[src/rtl/pow_pkg.sv]
// Shared types and defaults for the pow_engine exponentiation unit.
package pow_pkg;

    localparam int STATE_W = 2;
    localparam int XW_DEF  = 4;
    localparam int AW_DEF  = 4;
    localparam int PW_DEF  = 30;

    typedef enum logic [STATE_W-1:0] {
        IDLE   = 2'd0,
        LOADED = 2'd1,
        CALC   = 2'd2,
        DONE   = 2'd3
    } pow_state_e;

endpackage

[src/rtl/pow_engine_if.sv]
// Operand/strobe/result bundle for pow_engine; master drives strobes, slave is the engine.
interface pow_engine_if
    import pow_pkg::*;
#(
    parameter int XW = XW_DEF,
    parameter int AW = AW_DEF,
    parameter int PW = PW_DEF
);
    logic          i_load;
    logic          i_start;
    logic          i_clear;
    logic          i_ack;
    logic [XW-1:0] i_X;
    logic [AW-1:0] i_A;
    logic          o_busy;
    logic          o_done;
    logic [PW-1:0] o_P;
    logic          o_ovf;

    modport master (
        output i_load, i_start, i_clear, i_ack, i_X, i_A,
        input  o_busy, o_done, o_P, o_ovf
    );

    modport slave (
        input  i_load, i_start, i_clear, i_ack, i_X, i_A,
        output o_busy, o_done, o_P, o_ovf
    );
endinterface

[src/rtl/pow_mul.sv]
// PW x PW unsigned multiplier keeping the low PW bits; POW_OVF_EN adds an upper-half-nonzero flag.
module pow_mul
    import pow_pkg::*;
#(
    parameter int PW = PW_DEF
) (
    input  logic [PW-1:0] a_i,
    input  logic [PW-1:0] b_i,
    output logic [PW-1:0] p_o
`ifdef POW_OVF_EN
    ,
    output logic          hi_nz_o
`endif
);

`ifdef POW_OVF_EN
    localparam int FW = 2 * PW;
    logic [FW-1:0] full;

    assign full    = FW'(a_i) * FW'(b_i);
    assign p_o     = full[PW-1:0];
    assign hi_nz_o = |full[FW-1:PW];
`else
    assign p_o = a_i * b_i;
`endif

endmodule

[src/rtl/pow_engine.sv]
// Square-and-multiply engine computing P = X^A; latency follows the bit-length of A.
// Define POW_OVF_EN to enable overflow detection with saturation of o_P.
module pow_engine
    import pow_pkg::*;
#(
    parameter int XW = XW_DEF,
    parameter int AW = AW_DEF,
    parameter int PW = PW_DEF
) (
    input logic         i_clk,
    input logic         i_rst,
    pow_engine_if.slave pw_if
);

    localparam logic [STATE_W-1:0] ST_IDLE   = IDLE;
    localparam logic [STATE_W-1:0] ST_LOADED = LOADED;
    localparam logic [STATE_W-1:0] ST_CALC   = CALC;
    localparam logic [STATE_W-1:0] ST_DONE   = DONE;

    logic [STATE_W-1:0] state_q, state_d;
    logic [XW-1:0]      x_q, x_d;
    logic [AW-1:0]      a_q, a_d;
    logic [AW-1:0]      e_q, e_d;
    logic [PW-1:0]      acc_q, acc_d;
    logic [PW-1:0]      base_q, base_d;
    logic [PW-1:0]      p_q, p_d;
    logic [PW-1:0]      acc_prod, base_prod;

`ifdef POW_OVF_EN
    logic acc_hi, base_hi;
    logic base_ovf_q, base_ovf_d;
    logic acc_ovf_q, acc_ovf_d;
    logic ovf_q, ovf_d;
`endif

    pow_mul #(.PW(PW)) u_mul_acc (
        .a_i     (acc_q),
        .b_i     (base_q),
        .p_o     (acc_prod)
`ifdef POW_OVF_EN
        ,
        .hi_nz_o (acc_hi)
`endif
    );

    pow_mul #(.PW(PW)) u_mul_base (
        .a_i     (base_q),
        .b_i     (base_q),
        .p_o     (base_prod)
`ifdef POW_OVF_EN
        ,
        .hi_nz_o (base_hi)
`endif
    );

    always_comb begin
        state_d = state_q;
        x_d     = x_q;
        a_d     = a_q;
        e_d     = e_q;
        acc_d   = acc_q;
        base_d  = base_q;
        p_d     = p_q;
`ifdef POW_OVF_EN
        base_ovf_d = base_ovf_q;
        acc_ovf_d  = acc_ovf_q;
        ovf_d      = ovf_q;
`endif
        if (pw_if.i_clear) begin
            state_d = ST_IDLE;
            x_d     = '0;
            a_d     = '0;
            e_d     = '0;
            acc_d   = '0;
            base_d  = '0;
            p_d     = '0;
`ifdef POW_OVF_EN
            base_ovf_d = 1'b0;
            acc_ovf_d  = 1'b0;
            ovf_d      = 1'b0;
`endif
        end else begin
            case (state_q)
                ST_IDLE: begin
                    if (pw_if.i_load) begin
                        x_d     = pw_if.i_X;
                        a_d     = pw_if.i_A;
                        state_d = ST_LOADED;
                    end
                end
                ST_LOADED, ST_DONE: begin
                    // In DONE a reload outranks a restart; LOADED ignores i_load entirely.
                    if (state_q == ST_DONE && pw_if.i_load) begin
                        x_d     = pw_if.i_X;
                        a_d     = pw_if.i_A;
                        state_d = ST_LOADED;
                    end else if (pw_if.i_start) begin
                        acc_d   = PW'(1);
                        base_d  = PW'(x_q);
                        e_d     = a_q;
                        state_d = ST_CALC;
`ifdef POW_OVF_EN
                        base_ovf_d = 1'b0;
                        acc_ovf_d  = 1'b0;
                        ovf_d      = 1'b0;
`endif
                    end else if (state_q == ST_DONE && pw_if.i_ack) begin
                        state_d = ST_IDLE;
                    end
                end
                ST_CALC: begin
                    if (e_q != '0) begin
                        if (e_q[0]) begin
                            acc_d = acc_prod;
`ifdef POW_OVF_EN
                            if (acc_hi || base_ovf_q)
                                acc_ovf_d = 1'b1;
`endif
                        end
                        if ((e_q >> 1) != '0) begin
                            base_d = base_prod;
`ifdef POW_OVF_EN
                            if (base_hi)
                                base_ovf_d = 1'b1;
`endif
                        end
                        e_d = e_q >> 1;
                    end else begin
`ifdef POW_OVF_EN
                        p_d   = acc_ovf_q ? '1 : acc_q;
                        ovf_d = acc_ovf_q;
`else
                        p_d = acc_q;
`endif
                        state_d = ST_DONE;
                    end
                end
                default: state_d = ST_IDLE;
            endcase
        end
    end

    always_ff @(posedge i_clk) begin
        if (i_rst) begin
            state_q <= ST_IDLE;
            x_q     <= '0;
            a_q     <= '0;
            e_q     <= '0;
            acc_q   <= '0;
            base_q  <= '0;
            p_q     <= '0;
        end else begin
            state_q <= state_d;
            x_q     <= x_d;
            a_q     <= a_d;
            e_q     <= e_d;
            acc_q   <= acc_d;
            base_q  <= base_d;
            p_q     <= p_d;
        end
    end

`ifdef POW_OVF_EN
    always_ff @(posedge i_clk) begin
        if (i_rst) begin
            base_ovf_q <= 1'b0;
            acc_ovf_q  <= 1'b0;
            ovf_q      <= 1'b0;
        end else begin
            base_ovf_q <= base_ovf_d;
            acc_ovf_q  <= acc_ovf_d;
            ovf_q      <= ovf_d;
        end
    end

    assign pw_if.o_ovf = ovf_q;
`else
    assign pw_if.o_ovf = 1'b0;
`endif

    assign pw_if.o_busy = (state_q == ST_CALC);
    assign pw_if.o_done = (state_q == ST_DONE);
    assign pw_if.o_P    = p_q;

endmodule

[src/flat_wrapper.sv]
// flat-port wrapper written by rule: the top's interface ports become plain ports
module pow_engine_flat import pow_pkg::*;
#(
    parameter int XW = XW_DEF,
    parameter int AW = AW_DEF,
    parameter int PW = PW_DEF
)
  (i_clk, i_rst, pw_if_i_load, pw_if_i_start, pw_if_i_clear, pw_if_i_ack, pw_if_i_X, pw_if_i_A, pw_if_o_busy, pw_if_o_done, pw_if_o_P, pw_if_o_ovf);
  pow_engine_if #(.XW(XW), .AW(AW), .PW(PW)) pw_if_i ();
  input logic i_clk;
  input logic i_rst;
  input wire logic [$bits(pw_if_i.i_load)-1:0] pw_if_i_load;
  input wire logic [$bits(pw_if_i.i_start)-1:0] pw_if_i_start;
  input wire logic [$bits(pw_if_i.i_clear)-1:0] pw_if_i_clear;
  input wire logic [$bits(pw_if_i.i_ack)-1:0] pw_if_i_ack;
  input wire logic [$bits(pw_if_i.i_X)-1:0] pw_if_i_X;
  input wire logic [$bits(pw_if_i.i_A)-1:0] pw_if_i_A;
  output wire logic [$bits(pw_if_i.o_busy)-1:0] pw_if_o_busy;
  output wire logic [$bits(pw_if_i.o_done)-1:0] pw_if_o_done;
  output wire logic [$bits(pw_if_i.o_P)-1:0] pw_if_o_P;
  output wire logic [$bits(pw_if_i.o_ovf)-1:0] pw_if_o_ovf;
  assign pw_if_i.i_load = pw_if_i_load;
  assign pw_if_i.i_start = pw_if_i_start;
  assign pw_if_i.i_clear = pw_if_i_clear;
  assign pw_if_i.i_ack = pw_if_i_ack;
  assign pw_if_i.i_X = pw_if_i_X;
  assign pw_if_i.i_A = pw_if_i_A;
  assign pw_if_o_busy = pw_if_i.o_busy;
  assign pw_if_o_done = pw_if_i.o_done;
  assign pw_if_o_P = pw_if_i.o_P;
  assign pw_if_o_ovf = pw_if_i.o_ovf;
  pow_engine #(.XW(XW), .AW(AW), .PW(PW)) u_core (.i_clk(i_clk), .i_rst(i_rst), .pw_if(pw_if_i));
endmodule
[config.mk]
export PLATFORM = sky130hd
export DESIGN_NAME = pow_engine_flat
export DESIGN_NICKNAME = d
export VERILOG_FILES = /design/src/rtl/pow_pkg.sv /design/src/rtl/pow_engine_if.sv /design/src/rtl/pow_mul.sv /design/src/rtl/pow_engine.sv /design/src/flat_wrapper.sv
export SDC_FILE = /design/constraint.sdc
export NUM_CORES = 2
export LEC_CHECK = 0
export CORE_AREA = 2 2 260 262
export CTS_CLUSTER_SIZE = 30
export DETAILED_ROUTE_END_ITERATION = 8
export DIE_AREA = 0 0 262 264
export DONT_BUFFER_PORTS = 1
export PLACE_DENSITY = 0.71
export SKIP_LAST_GASP = 1
export SLEW_MARGIN = 30
export SYNTH_ARGS = -nofsm -noshare
export SYNTH_HDL_FRONTEND = slang
export SYNTH_SLANG_ARGS = --single-unit
[constraint.sdc]
create_clock -name i_clk -period 7 [get_ports i_clk]
set_input_delay 0.7 -clock i_clk [delete_from_list [all_inputs] [get_ports i_clk]]
set_output_delay 0.7 -clock i_clk [all_outputs]
set_load 0.05 [all_outputs]
==> impl_metrics.toml <==
[drt]
wl_per_cell_um = 17.8
drt_first_pass_iters = 5
ant_nets = 0
vias = 21400
viasPerCell = 5.08
dr.first_iter.drc_count = 1524
wirelength_mm = 75.0
drc = 0

[finish]
fin_nets = 4245
final_area_um2 = 32500
fillerInstances = 6147
antenna_cells = 0
final_cell_count_no_fill = 4206
area_delta_synth_final_pct = 10.0
drive_above_1_share = 0.0939

[logic_synthesis]
ys.flop_type = "dfxtp_1"
synth_area_per_cell_um2 = 8.98
synth_nets = 4204
synth_edf_count = 0
synth_seq_cells = 104
netlist.area_leader.share = 0.452
yosys.area.top_type = "fa_1"
ys_seq_area_frac = 0.0705
synthTopCellsByArea = "fa_1, inv_1, ha_1, and2_1, dfxtp_1"
synth_cell_types = 64
postSynthCellCount = 3287
ys_warn_count = 0
syn-cell-area_um2 = 29500
synthArstFlopShare = 0

[global_route]
grt_max_degree = 60
grt_pass1_wl_mm = 123
antenna_found_initial = 0
overflow = 0
grtUsageTotal = 0.227
grt_pass1_vias = 23300

[place]
place_hpwl_mm = 62.7
dp.cells = 4182
place_congestion = 0.904
placed_cell_area_um2 = 31700
port_buffers = 0

[critical_path]
end_kind = "flop"
critPathMostFrequentCell = "fa_1"
critPathKind = "flop to flop"
max_stage_delay_ns = 0.56
crit_fanout = 18
slowest_stage = "fa_1"
arrival_ns = 7.18
required_ns = 7.31
start_kind = "flop"

[sta]
fmax_ghz = 0.146
setup_violations = 0
finalHoldViolations = 0
finClkSkew_ns = 0.0239
period_share = 0.981
rsz0062_at_grt = "yes"
hold-worst-slack_ns = 0.458
slew_headroom = 0.353
finalCriticalPeriod_ns = 6.87
slew_viol_final = 0
worstMarginPinSlew_ns = 0.970

[flow_run]
maxCapViolations = 0

[clocking]
clock_path_buffers = 2
tritoncts = "done"
cts_max_level = 3
cts_made_buffers = 9
cts_root_buf = "clkbuf_16"
path_clk_slew_ns = 0.10
cts_sinks = 104
clk-insertion-delay-late_ns = 0.39

[power_and_ir_drop]
power_frac_seq = 0.500
ir_drop_mv = 0.121
p_clk_frac = 0.472
internal-power_mw = 0.862
power.switching_mw = 0.326
leakagePower_nw = 17.0
p_per_area_nw_per_um2 = 36.6
switching_share = 0.274
pwr-share-comb = 0.028

[floorplan]
design.die.area_um2 = 69200
fp.coreArea_um2 = 66600
die_w_um = 262
pin_count = 47
die_y_um = 264
rows = 95
initial_core_util = 0.444

[status]
status = "finished clean"

[worst_hold_path]
hold_class = "primary input to flop"
placed cells by master, fill, tap and decap left out, types with 7 or more instances in the layout:
| cell type | count |
|---|---|
| inv_1 | 805 |
| fa_1 | 657 |
| and2_1 | 399 |
| nand2_1 | 373 |
| ha_1 | 228 |
| buf_4 | 160 |
| xnor2_1 | 104 |
| dfxtp_1 | 78 |
| a21oi_1 | 75 |
| nor2_1 | 73 |
| a21o_1 | 31 |
| xor2_1 | 28 |
| nand3_1 | 26 |
| buf_12 | 24 |
| a22oi_1 | 20 |
| dfxtp_2 | 20 |
| o21ai_0 | 14 |
| nor3_1 | 12 |
| a22o_1 | 12 |
| a31oi_1 | 10 |
| mux2i_1 | 10 |
| a21oi_2 | 10 |
| fa_2 | 10 |
| clkbuf_16 | 10 |
| buf_6 | 10 |
| nand2b_1 | 7 |
| o21bai_1 | 7 |
| or3_1 | 7 |
layout make-up:
cell class | instances | area, um2 | area share
repair buffers | 195 | 1820 | 0.0560
inverters | 809 | 3040 | 0.0935
well taps | 873 | 1090 | 0.0336
flip-flops and latches | 104 | 2130 | 0.0655
clock inverters | 7 | 98.8 | 0.00304
clock buffers | 9 | 225 | 0.00693
multi-input cells | 2209 | 24100 | 0.741
stage by stage:
| step | worst slack [ns] | TNS (ns) | power [mW] | util |
|---|---|---|---|---|
| global route | -0.118 | -0.600 | 1.21 | 0.488 |
| floorplan | 0.0238 | 0 | 0.634 | - |
| global placement | 0.00519 | 0 | 0.643 | 0.476 |
| finish | 0.132 | 0 | 1.19 | 0.488 |
| CTS | -0.0413 | -0.0413 | 1.19 | 0.481 |
| detailed placement | -0.0643 | -0.122 | 0.643 | 0.476 |
critical path: cells and delay by family, from the launching register on:
family | cells | cell delay, ns
adders and majority gates | 9 | 4.28
buffers and inverters | 8 | 0.63
xor gates and xnor gates | 1 | 0.16
DFF | 1 | 0.39
and+or+nand+nor | 6 | 0.87
AOI/OAI and AO/OA | 3 | 0.48
power groups by stage:
| stage | registers, mW | logic, mW | clock network, mW |
|---|---|---|---|
| 5_1_grt | 0.594 | 0.0360 | 0.585 |
| 3_5_place_dp | 0.610 | 0.0327 | 0 |
| 4_1_cts | 0.596 | 0.0327 | 0.564 |
| 2_1_floorplan | 0.608 | 0.0256 | 0 |
| 6_report | 0.594 | 0.0335 | 0.561 |
| 3_3_place_gp | 0.610 | 0.0326 | 0 |
registers in the layout, indices dropped and copies added, names as in the netlist, named ones only:
register	flops
u_core.a_q	4
u_core.acc_q	30
u_core.base_q	30
u_core.e_q	4
u_core.pw_if.o_P	30
u_core.state_q	1
u_core.x_q	4
per-layer routing:
| metal | vias to the layer above | routed length, um | track usage |
|---|---|---|---|
| met5 | - | 0 | 0 |
| met4 | 0 | 3420 | 0.0925 |
| met3 | 185 | 4340 | 0.0300 |
| met2 | 712 | 37000 | 0.379 |
| met1 | 10800 | 30200 | 0.298 |
| li1 | 9659 | - | - |
Yosys cell counts, types with 2 or more instances:
cell / instances
inv_1: 808
fa_1: 667
and2_1: 405
nand2_1: 375
ha_1: 236
clkbuf_1: 160
dfxtp_1: 104
xnor2_1: 104
a21oi_1: 83
nor2_1: 75
a21o_1: 31
xor2_1: 28
nand3_1: 26
a22oi_1: 20
o21ai_0: 18
nor3_1: 16
a22o_1: 12
a31oi_1: 11
mux2i_1: 10
nand2b_1: 7
o21bai_1: 7
or3_1: 7
a32o_1: 6
and3_1: 6
o21a_1: 6
or2_2: 6
nand4_1: 4
o21ai_1: 4
a211oi_1: 3
a21oi_2: 2
a311oi_1: 2
a41oi_1: 2
buf_1: 2
buf_2: 2
nor2b_1: 2
o31ai_1: 2
kinds of logic after synthesis:
kind of cell	count (synthesis)	share of synthesized area
buf+inv	974	0.124
simple gates	932	0.158
fa+ha+maj	903	0.552
compound gates	230	0.0522
xor+xnor	133	0.0399
flops	104	0.0705
mux	10	0.00339
other cells	1	0.000127
what timing repair did:
action / 4_1_cts / 5_1_grt
hold buffers: 0 / 0
cloned: 0 / 1
setup endpoints to repair: 8 / 25
pin swaps: 0 / 35
gates resized for setup: 6 / 102
buffers inserted: 0 / 7
path summary, 6_finish.rpt:
| kind | from | slack, ns | endpoint | cells after the start |
|---|---|---|---|---|
| hold reg to reg | u_core.acc_q[29] | 0.49 | u_core.pw_if.o_P[29] | 2 |
| setup / recovery | u_core.base_q[3] | 0.13 | u_core.acc_q[29] | 27 |
| hold / removal | pw_if_i_A[0] | 0.46 | u_core.a_q[0] | 2 |
| setup reg to reg | u_core.base_q[3] | 0.13 | u_core.acc_q[29] | 27 |
Note: power is estimated with default switching activity, not from simulation.
